===== config.mk =====
export PLATFORM = sky130hd
export DESIGN_NAME = dispense_controller
export DESIGN_NICKNAME = d
export VERILOG_FILES = /design/src/rtl/dispense_controller_pkg.sv /design/src/rtl/dispense_controller_meter.sv /design/src/rtl/dispense_controller.sv
export SDC_FILE = /design/constraint.sdc
export NUM_CORES = 1
export LEC_CHECK = 0
export CAP_MARGIN = 0
export CORE_AREA = 2 2 143 145
export CTS_BUF_LIST = sky130_fd_sc_hd__clkbuf_2 sky130_fd_sc_hd__clkbuf_4 sky130_fd_sc_hd__clkbuf_8
export DETAILED_ROUTE_END_ITERATION = 10
export DIE_AREA = 0 0 145 147
export SYNTH_ARGS = -nofsm -noshare
export SYNTH_HDL_FRONTEND = slang
export SYNTH_SLANG_ARGS = --single-unit
export TNS_END_PERCENT = 5

===== constraint.sdc =====
create_clock -name clk -period 5.7 [get_ports clk]
set_clock_uncertainty 0.1 [all_clocks]
set_input_delay 0.57 -clock clk [delete_from_list [all_inputs] [get_ports clk]]
set_output_delay 0.57 -clock clk [all_outputs]
set_load 0.01 [all_outputs]

===== src/rtl/dispense_controller_pkg.sv =====
// Shared definitions for the dispense controller slice.
// Holds the fluid codes (same encoding as price_calculator), the FSM state
// codes, the bus widths and small helpers shared by the top and the meter.
package dispense_controller_pkg;

    localparam int unsigned FLUID_W = 2;
    localparam int unsigned VOL_W   = 8;
    localparam int unsigned PRICE_W = 16;
    localparam int unsigned COIN_W  = 8;
    localparam int unsigned STOCK_W = 16;
    localparam int unsigned VALVE_W = 3;
    localparam int unsigned STATE_W = 3;

    // Fluid codes
    localparam logic [FLUID_W-1:0] FL_WATER = 2'b00;
    localparam logic [FLUID_W-1:0] FL_JUICE = 2'b01;
    localparam logic [FLUID_W-1:0] FL_CHEM  = 2'b10;
    localparam logic [FLUID_W-1:0] FL_INV   = 2'b11;

    // State codes
    localparam logic [STATE_W-1:0] ST_IDLE     = 3'd0;
    localparam logic [STATE_W-1:0] ST_REJECT   = 3'd1;
    localparam logic [STATE_W-1:0] ST_PAY      = 3'd2;
    localparam logic [STATE_W-1:0] ST_DISPENSE = 3'd3;
    localparam logic [STATE_W-1:0] ST_SETTLE   = 3'd4;
    localparam logic [STATE_W-1:0] ST_REFUND   = 3'd5;

    typedef enum logic [STATE_W-1:0] {
        IDLE     = ST_IDLE,
        REJECT   = ST_REJECT,
        PAY      = ST_PAY,
        DISPENSE = ST_DISPENSE,
        SETTLE   = ST_SETTLE,
        REFUND   = ST_REFUND
    } state_t;

    // Payment accumulation saturating at all-ones
    function automatic logic [PRICE_W-1:0] sat_add(input logic [PRICE_W-1:0] a,
                                                   input logic [COIN_W-1:0]  b);
        logic [PRICE_W:0] sum;
        sum = (PRICE_W+1)'(a) + (PRICE_W+1)'(b);
        return sum[PRICE_W] ? {PRICE_W{1'b1}} : sum[PRICE_W-1:0];
    endfunction

    // One-hot valve select {chem,juice,water}
    function automatic logic [VALVE_W-1:0] fluid_valve(input logic [FLUID_W-1:0] fl);
        logic [VALVE_W-1:0] v;
        case (fl)
            FL_WATER: v = 3'b001;
            FL_JUICE: v = 3'b010;
            FL_CHEM:  v = 3'b100;
            default:  v = 3'b000;
        endcase
        return v;
    endfunction

endpackage


===== src/rtl/dispense_controller_meter.sv =====
// litre_meter: counts valve-open clocks and delivered litres.
// Ports:
//   clk, reset      clock / synchronous active-high reset
//   start           clears both counters (new order accepted)
//   enable          valve is open this cycle
//   volume          litres requested for the order
//   litres          litres delivered so far (registered)
//   litre_tick_c    this cycle completes a litre
//   meter_done_c    this cycle completes the last requested litre
module litre_meter
    import dispense_controller_pkg::*;
#(
    parameter int unsigned TICKS_PER_LITRE = 4
) (
    input  logic             clk,
    input  logic             reset,
    input  logic             start,
    input  logic             enable,
    input  logic [VOL_W-1:0] volume,
    output logic [VOL_W-1:0] litres,
    output logic             litre_tick_c,
    output logic             meter_done_c
);

    localparam int unsigned TICK_W = (TICKS_PER_LITRE > 1) ? $clog2(TICKS_PER_LITRE) : 1;
    localparam logic [TICK_W-1:0] TICK_LAST = TICK_W'(TICKS_PER_LITRE - 1);

    logic [TICK_W-1:0] tick_q;

    assign litre_tick_c = enable && (tick_q == TICK_LAST);
    // litres < volume whenever enabled, so the increment cannot wrap here
    assign meter_done_c = litre_tick_c && ((litres + VOL_W'(1)) == volume);

    // Tick and litre counters
    always_ff @(posedge clk) begin
        if (reset || start) begin
            tick_q <= '0;
            litres <= '0;
        end else if (enable) begin
            if (litre_tick_c) begin
                tick_q <= '0;
                litres <= litres + VOL_W'(1);
            end else begin
                tick_q <= tick_q + TICK_W'(1);
            end
        end
    end

endmodule


===== src/rtl/dispense_controller.sv =====
// dispense_controller: takes one priced order, collects coins, meters the
// fluid litre by litre through a per-fluid valve, tracks live stock and
// returns change or a refund.
// Ports:
//   clk, reset                  clock / synchronous active-high reset
//   order_valid/order_ready     order handshake (ready only in IDLE)
//   fluid_type, volume_l,
//   final_price                 order payload
//   coin_valid, coin_value      one coin per cycle
//   cancel                      customer abort, honoured while paying
//   valve_open                  one-hot {chem,juice,water}
//   litres_done, paid           progress of the current order
//   change_valid, change_amount change / refund pulse
//   done, reject                completion / refusal pulses
//   stock_water/juice/chem      live stock levels
module dispense_controller
    import dispense_controller_pkg::*;
#(
    parameter int unsigned TICKS_PER_LITRE = 4,
    parameter int unsigned PAY_TIMEOUT     = 255,
    parameter int unsigned WATER_INIT      = 100,
    parameter int unsigned JUICE_INIT      = 80,
    parameter int unsigned CHEM_INIT       = 60
) (
    input  logic               clk,
    input  logic               reset,
    input  logic               order_valid,
    output logic               order_ready,
    input  logic [FLUID_W-1:0] fluid_type,
    input  logic [VOL_W-1:0]   volume_l,
    input  logic [PRICE_W-1:0] final_price,
    input  logic               coin_valid,
    input  logic [COIN_W-1:0]  coin_value,
    input  logic               cancel,
    output logic [VALVE_W-1:0] valve_open,
    output logic [VOL_W-1:0]   litres_done,
    output logic [PRICE_W-1:0] paid,
    output logic               change_valid,
    output logic [PRICE_W-1:0] change_amount,
    output logic               done,
    output logic               reject,
    output logic [STOCK_W-1:0] stock_water,
    output logic [STOCK_W-1:0] stock_juice,
    output logic [STOCK_W-1:0] stock_chem
);

    localparam int unsigned TO_W = $clog2(PAY_TIMEOUT + 1);
    localparam logic [TO_W-1:0] TO_LAST = TO_W'(PAY_TIMEOUT - 1);

    state_t             state_q, state_nxt;
    logic [FLUID_W-1:0] fluid_q, fluid_nxt;
    logic [VOL_W-1:0]   volume_q, volume_nxt;
    logic [PRICE_W-1:0] price_q, price_nxt;
    logic [PRICE_W-1:0] paid_nxt;
    logic [TO_W-1:0]    idle_q, idle_nxt;
    logic [STOCK_W-1:0] stock_sel_c;
    logic               meter_start;
    logic               litre_tick;
    logic               meter_done;

    logic               order_ready_nxt;
    logic [VALVE_W-1:0] valve_nxt;
    logic               change_valid_nxt;
    logic [PRICE_W-1:0] change_amount_nxt;
    logic               done_nxt;
    logic               reject_nxt;

    litre_meter #(
        .TICKS_PER_LITRE (TICKS_PER_LITRE)
    ) u_meter (
        .clk          (clk),
        .reset        (reset),
        .start        (meter_start),
        .enable       (state_q == DISPENSE),
        .volume       (volume_q),
        .litres       (litres_done),
        .litre_tick_c (litre_tick),
        .meter_done_c (meter_done)
    );

    // Stock level of the fluid being ordered, for the accept-time check
    always_comb begin
        stock_sel_c = '0;
        case (fluid_type)
            FL_WATER: stock_sel_c = stock_water;
            FL_JUICE: stock_sel_c = stock_juice;
            FL_CHEM:  stock_sel_c = stock_chem;
            default:  stock_sel_c = '0;
        endcase
    end

    // Next-state, datapath and registered-output decode
    always_comb begin
        state_nxt   = state_q;
        fluid_nxt   = fluid_q;
        volume_nxt  = volume_q;
        price_nxt   = price_q;
        paid_nxt    = paid;
        idle_nxt    = idle_q;
        meter_start = 1'b0;

        case (state_q)
            IDLE: begin
                if (order_valid) begin
                    fluid_nxt   = fluid_type;
                    volume_nxt  = volume_l;
                    price_nxt   = final_price;
                    paid_nxt    = '0;
                    idle_nxt    = '0;
                    meter_start = 1'b1;
                    if ((fluid_type == FL_INV) || (volume_l == '0) ||
                        (STOCK_W'(volume_l) > stock_sel_c)) begin
                        state_nxt = REJECT;
                    end else begin
                        state_nxt = PAY;
                    end
                end
            end
            REJECT: state_nxt = IDLE;
            PAY: begin
                if (coin_valid) begin
                    paid_nxt = sat_add(paid, coin_value);
                    idle_nxt = '0;
                end else begin
                    idle_nxt = idle_q + TO_W'(1);
                end
                // cancel beats timeout beats a completed payment
                if (cancel) begin
                    state_nxt = REFUND;
                end else if (!coin_valid && (idle_q == TO_LAST)) begin
                    state_nxt = REFUND;
                end else if (paid_nxt >= price_q) begin
                    state_nxt = DISPENSE;
                end
            end
            DISPENSE: begin
                if (meter_done) begin
                    state_nxt = SETTLE;
                end
            end
            SETTLE:  state_nxt = IDLE;
            REFUND:  state_nxt = IDLE;
            default: state_nxt = IDLE;
        endcase

        // Outputs are registered from the next state so they align with it
        order_ready_nxt   = (state_nxt == IDLE);
        valve_nxt         = (state_nxt == DISPENSE) ? fluid_valve(fluid_nxt) : '0;
        reject_nxt        = (state_nxt == REJECT);
        done_nxt          = (state_nxt == SETTLE);
        change_valid_nxt  = (state_nxt == SETTLE) || (state_nxt == REFUND);
        change_amount_nxt = '0;
        if (state_nxt == SETTLE) begin
            change_amount_nxt = paid_nxt - price_nxt;
        end else if (state_nxt == REFUND) begin
            change_amount_nxt = paid_nxt;
        end
    end

    // State, order registers and outputs
    always_ff @(posedge clk) begin
        if (reset) begin
            state_q       <= IDLE;
            fluid_q       <= FL_WATER;
            volume_q      <= '0;
            price_q       <= '0;
            paid          <= '0;
            idle_q        <= '0;
            order_ready   <= 1'b1;
            valve_open    <= '0;
            reject        <= 1'b0;
            done          <= 1'b0;
            change_valid  <= 1'b0;
            change_amount <= '0;
        end else begin
            state_q       <= state_nxt;
            fluid_q       <= fluid_nxt;
            volume_q      <= volume_nxt;
            price_q       <= price_nxt;
            paid          <= paid_nxt;
            idle_q        <= idle_nxt;
            order_ready   <= order_ready_nxt;
            valve_open    <= valve_nxt;
            reject        <= reject_nxt;
            done          <= done_nxt;
            change_valid  <= change_valid_nxt;
            change_amount <= change_amount_nxt;
        end
    end

    // Live stock; only decremented on a completed litre, never below zero
    // because the accept check guarantees enough stock for the whole order
    always_ff @(posedge clk) begin
        if (reset) begin
            stock_water <= STOCK_W'(WATER_INIT);
            stock_juice <= STOCK_W'(JUICE_INIT);
            stock_chem  <= STOCK_W'(CHEM_INIT);
        end else if (litre_tick) begin
            case (fluid_q)
                FL_WATER: stock_water <= stock_water - STOCK_W'(1);
                FL_JUICE: stock_juice <= stock_juice - STOCK_W'(1);
                FL_CHEM:  stock_chem  <= stock_chem - STOCK_W'(1);
                default:  ;
            endcase
        end
    end

endmodule


Word level (Yosys, flattened, before mapping) --
Cells that the tools add are included.
Storage, ports and cells: flip-flop bits (word level) 134, input port bits 39, output and inout port bits 95, logic and storage cells 93
Cells by class: add/sub/neg operators 8, magnitude comparators 2, eq/ne operators 17, multiplexer cells 26, bitwise gates (word level) 1, reductions and logical operators 22
Operator list (count):
- 16-bit 2-to-1 mux | 8
- 16-bit case mux with 3 select lines | 1
- 16-bit by 1-bit subtractor with 16-bit output (second input constant) | 3
- 16-bit case mux with 2 select lines | 1
- 3-bit case mux with 3 select lines | 2
- 16-bit by 8-bit adder with 17-bit output | 1
- 8-bit by 1-bit adder with 8-bit output (second input constant) | 2
- 16-bit >= comparator | 1
- 8-bit by 16-bit > comparator with 1-bit output | 1
- 8-bit 2-to-1 mux | 2
- 8-bit case mux with 2 select lines | 1
- 16-bit subtractor | 1
- 3-bit 2-to-1 mux | 5
- 2-bit AND reduction | 6
- 2-bit == test (second input constant) | 5
- 3-bit by 2-bit == test with 1-bit output (second input constant) | 3
- 8-bit == test | 1
- 8-bit == test (second input constant) | 1
- 8-bit zero test | 1
- 2-bit 2-to-1 mux | 4
- 2-bit by 1-bit == test with 1-bit output (second input constant) | 3
- 3-bit == test (second input constant) | 2
- 2-bit zero test | 3
- 3-bit zero test | 2
- 10 further kinds | 16

Longest topological paths before layout --
depth after elaboration 12, depth in mapped cells 20

By module --
From an unflattened synthesis, not the netlist that was laid out.
Unflattened totals: cells, all modules 934, area, all modules 7572.3 um2
Modules (own cells, without submodules):
- dispense_controller | instances 1, cells each 852, area each 6896.6 um2, sequential area each 2482.4 um2
- litre_meter | instances 1, cells each 82, area each 675.6 um2, sequential area each 200.2 um2

Worst setup path before layout --
OpenSTA, ideal clock, no wires.
path type input to register, start in coin_value[0], end reg change_amount[14], library setup time 0.114 ns, arrival time 4.483 ns, path slack 1.003 ns, stages on the path 19, path buffers 0, path through ha_1 > fa_1 > a21o_1 > a221oi_2 > o21bai_1 > a21oi_1 > o21ai_1 > o22a_1 > a22oi_1 > inv_1 > ha_1 > nor2b_1 > o31a_1 > o211ai_1 > a21oi_1 > o31ai_1 > mux2i_1 > a31oi_1 > a21o_1
Between the ends: elaborated cells on any way between the ends 15
RTL lines:
- start: declaration | RTL line dispense_controller.sv:33 | input logic [COIN_W-1:0] coin_value,
- 16-bit by 8-bit adder with 17-bit output | RTL line dispense_controller_pkg.sv:41 | sum = (PRICE_W+1)'(a) + (PRICE_W+1)'(b);
- 16-bit 2-to-1 mux | RTL line dispense_controller_pkg.sv:42 | return sum[PRICE_W] ? {PRICE_W{1'b1}} : sum[PRICE_W-1:0];
- 16-bit 2-to-1 mux | RTL line dispense_controller.sv:121 | if (coin_valid) begin
- 16-bit 2-to-1 mux | RTL line dispense_controller.sv:102 | case (state_q)
- 16-bit case mux with 2 select lines | RTL line dispense_controller.sv:102
- named net paid_nxt[2] | RTL line dispense_controller.sv:54 | logic [PRICE_W-1:0] paid_nxt;
- 16-bit subtractor | RTL line dispense_controller.sv:154 | change_amount_nxt = paid_nxt - price_nxt;
- 16-bit 2-to-1 mux | RTL line dispense_controller.sv:153 | if (state_nxt == SETTLE) begin
- end signal: assignment | RTL line dispense_controller.sv:187 | change_amount <= change_amount_nxt;
- end: declaration | RTL line dispense_controller.sv:39 | output logic [PRICE_W-1:0] change_amount,
The timed path passes the listed nets, and every way through them passes these cells. The select of a mux whose other input is x is not followed. A chain may end at the register's enable or synchronous reset.

Worst setup path after layout --
start in coin_value[0], end reg change_amount[15]
Same word-level chain as after synthesis.

==> flow_metrics.env <==
export IMPL_status="complete, no violations"
export IMPL_vdd_drop_max_v=0.0001727
export IMPL_crit_path_top_delay_cell="clkdlybuf4s50_1"
export IMPL_grt_pass1_wl_um=33840
export IMPL_holdWs_ns=0.3755
export IMPL_place_ws_ns=0.2030
export IMPL_clock_root_buffer="clkbuf_8"
export IMPL_worstPathRequired_ns=5.94
export IMPL_start_util_pct=38.97
export IMPL_worstHoldStart="volume_q[1]"
export IMPL_synth_edf_count=0
export IMPL_ys_ff_latch=134
export IMPL_dr_pass1_iters=5
export IMPL_crit_chain="clkdlybuf4s50_1 > ha_1 > fa_1 > a21o_1 > a221oi_2 > o21bai_1 > a21oi_1 > o21ai_1 > o22a_1 > a22oi_1 > inv_1 > ha_1 > nor2b_1 > o31a_1 > o211ai_1 > a31oi_1 > a21oi_1 > o21ai_0 > xnor2_1 > a22o_1"
export IMPL_holdBufCountCts=0
export IMPL_slowest_delay_ns=0.40
export IMPL_yosysMostFrequentCell="dfxtp_1"
export IMPL_switching_share_pct=29.12
export IMPL_criticalPathCategory="in -> reg"
export IMPL_port_buffer_count=133
export IMPL_hold_violations=0
export IMPL_htreeDepth=4
export IMPL_cts_tree="built"
export IMPL_yosysSeqAreaShare_pct=34.69
export IMPL_clk_path_buf_depth=2
export IMPL_slew_headroom_pct=30.25
export IMPL_via_count=6985
export IMPL_cp_start_kind="input pin"
export IMPL_row_count=52
export IMPL_rsz0062_at_grt="no"
export IMPL_timing_final_ws_setup_ns=0.6177
export IMPL_nets=1149
export IMPL_cts_made_buffers=17
export IMPL_period_share_pct=89.16
export IMPL_reg2reg_from="paid[0]"
export IMPL_drive_gt1_share_pct=6.842
export IMPL_grt_start_max_net_pins=71
export IMPL_pwr_share_seq_pct=38.7
export IMPL_end_kind="register"
export IMPL_ys_flop_type="dfxtp_1"
export IMPL_arrival_ns=5.32
export IMPL_p_leak_nw=3.953
export IMPL_clkPwrFrac_pct=38.1
export IMPL_crit_family="compound AO/OA/AOI/OAI gates"
export IMPL_slew_viol_final=0
export IMPL_coreArea_mm2=0.01984
export IMPL_drc=0
export IMPL_syn_nets=1020
export IMPL_path_clk_slew_ns=0.08
export IMPL_gr_usage_all_layers_pct=19.53
export IMPL_fmax_ghz=0.1968
export IMPL_dpl_cell_count=1305
export IMPL_area_growth_pct=27.20
export IMPL_cts_repair_resize_count=0
export IMPL_post_cts_buffers=0
export IMPL_synth_top_area_cell="dfxtp_1"
export IMPL_clock_sinks=134
export IMPL_async_flop_share_pct=0
export IMPL_yosys_warnings=0
export IMPL_fill_cells=1944
export IMPL_cp_max_fo=7
export IMPL_synth_common_cells="134 x dfxtp_1, 131 x nor2_1, 89 x nand2_1"
export IMPL_startpoint="coin_value[0]"
export IMPL_fp_dieW_um=145
export IMPL_stdcell_count=1338
export IMPL_syn_inst=925
export IMPL_drt_iter0_drc=432
export IMPL_worst_pin_slew_ns=1.038
export IMPL_synth_area_mm2=0.007734
export IMPL_drv_cap=0
export IMPL_grt_pass1_vias=6542
export IMPL_fp_dieArea_mm2=0.02132
export IMPL_setup_viol=0
export IMPL_clk_insertion_delay_late_ns=0.44
export IMPL_p_sw_uw=754.9
export IMPL_avgSynthCellArea_um2=8.361
export IMPL_path_buf_inv=2
export IMPL_avgViaCountPerCell=5.220
export IMPL_finalSetupTns_ns=0
export IMPL_p_comb_share_pct=23.2
export IMPL_synth_top_area_share_pct=34.69
export IMPL_layout_min_cycle_time_ns=5.082
export IMPL_ys_types=75
export IMPL_antenna_left=0
export IMPL_wl_um=21150
export IMPL_routedWlPerCell_um=15.80
export IMPL_ioPinCount=134
export IMPL_grt_antenna_before_repair=1
export IMPL_powerDensity_mw_per_mm2=263.5
export IMPL_dp_hpwl_um=15610
export IMPL_die_y_um=147
export IMPL_place_gp_congestion=0.8593
export IMPL_min_path_type="reg -> reg"
export IMPL_p_int_mw=1.838
export IMPL_overflow=0
export IMPL_synthTopCellsByArea="dfxtp_1 35%, ha_1 8.7%, nor2_1 6.4%"
-- stage by stage --
stage / power [mW] / area, um^2 / utilization [%]
3_3_place_gp: 1.615 / 9338 / 47.06
4_1_cts: 2.613 / 9834 / 49.56
3_5_place_dp: 1.618 / 9338 / 47.06
2_1_floorplan: 1.445 / 7734 / -
6_report: 2.593 / 9837 / 49.57
5_1_grt: 2.728 / 9837 / 49.57
-- cell families (layout without fill, tap and decap cells) --
family                   Yosys count  count (layout)  share of synthesized area [%]
other                              0               1                              0
XOR/XNOR                          76              76                          8.607
adder cells (fa/ha/maj)           56              56                          9.254
flip-flops                       134             134                          34.69
AO/OA/AOI/OAI                    187             187                          15.79
buffers and inverters             76             218                          3.948
multiplexers                      29              29                          3.786
AND/OR/NAND/NOR                  367             367                          23.93
-- power by group through the flow --
stage	clock (mW)	sequential, mW	combinational [mW]
after global routing	1.05	1.01	0.667
final	0.988	1.00	0.600
after global placement	0	1.02	0.591
after floorplan	0	1.02	0.427
after CTS	1.01	1.00	0.599
after detailed placement	0	1.03	0.593
-- layout make-up --
| class | count | area, um^2 | share of cell area [%] |
|---|---|---|---|
| multi-input combinational | 715 | 4748 | 48.27 |
| sequential | 134 | 2683 | 27.27 |
| timing repair buffer | 144 | 1411 | 14.35 |
| tap | 270 | 337.8 | 3.434 |
| clock buffer | 21 | 276.5 | 2.811 |
| clock inverter | 11 | 220.2 | 2.239 |
| inverter | 42 | 157.7 | 1.603 |
| antenna | 1 | 2.502 | 0.02544 |
-- final timing paths --
kind / to / depth (start not counted) / slack, ns
worst max register to register: change_amount[15] / 19 / 0.77
worst min register to register: volume_q[1] / 2 / 0.38
worst min-delay path: volume_q[1] / 2 / 0.38
worst max-delay path: change_amount[15] / 20 / 0.62
-- cells in the final DEF, fill, tap and decap left out, drive strengths merged, types with 11 or more instances in the layout --
cell type	Yosys	layout
dfxtp	134	134
nor2	133	133
clkdlybuf4s50	0	132
nand2	90	90
a21oi	59	59
ha	54	54
xnor2	46	46
inv	42	43
xor2	30	30
mux2i	27	27
o21ai	27	27
nor3	24	24
clkbuf	25	21
nor2b	17	17
nand3	14	14
a21o	13	13
nand2b	12	12
buf	9	12
o22ai	11	11
a31oi	11	11
nor4	11	11
-- tightest hold or removal path, delay by kind of cell (launching register included) --
kind / cells / cell delay, ns
flip-flops: 1 / 0.33
AND/OR/NAND/NOR: 1 / 0.05
AO/OA/AOI/OAI: 1 / 0.05
-- registers in the layout, summed over array words and instances (netlist names) --
signal / flops
change_amount: 16
paid: 16
price_q: 16
stock_chem: 16
stock_juice: 16
stock_water: 16
idle_q: 8
u_meter.litres: 8
volume_q: 8
state_q: 3
valve_open: 3
fluid_q: 2
u_meter.tick_q: 2
change_valid: 1
done: 1
order_ready: 1
reject: 1
-- layer usage --
| layer | GRT usage, % | share of wire, % | vias up |
|---|---|---|---|
| met2 | 32.29 | 46 | 190 |
| met3 | 4.037 | 5.4 | 17 |
| li1 | - | - | 3520 |
| met1 | 26.11 | 47 | 3258 |
| met4 | 5.050 | 1.4 | 0 |
| met5 | 0 | 0 | - |
Power figures use the tool's default switching activity.
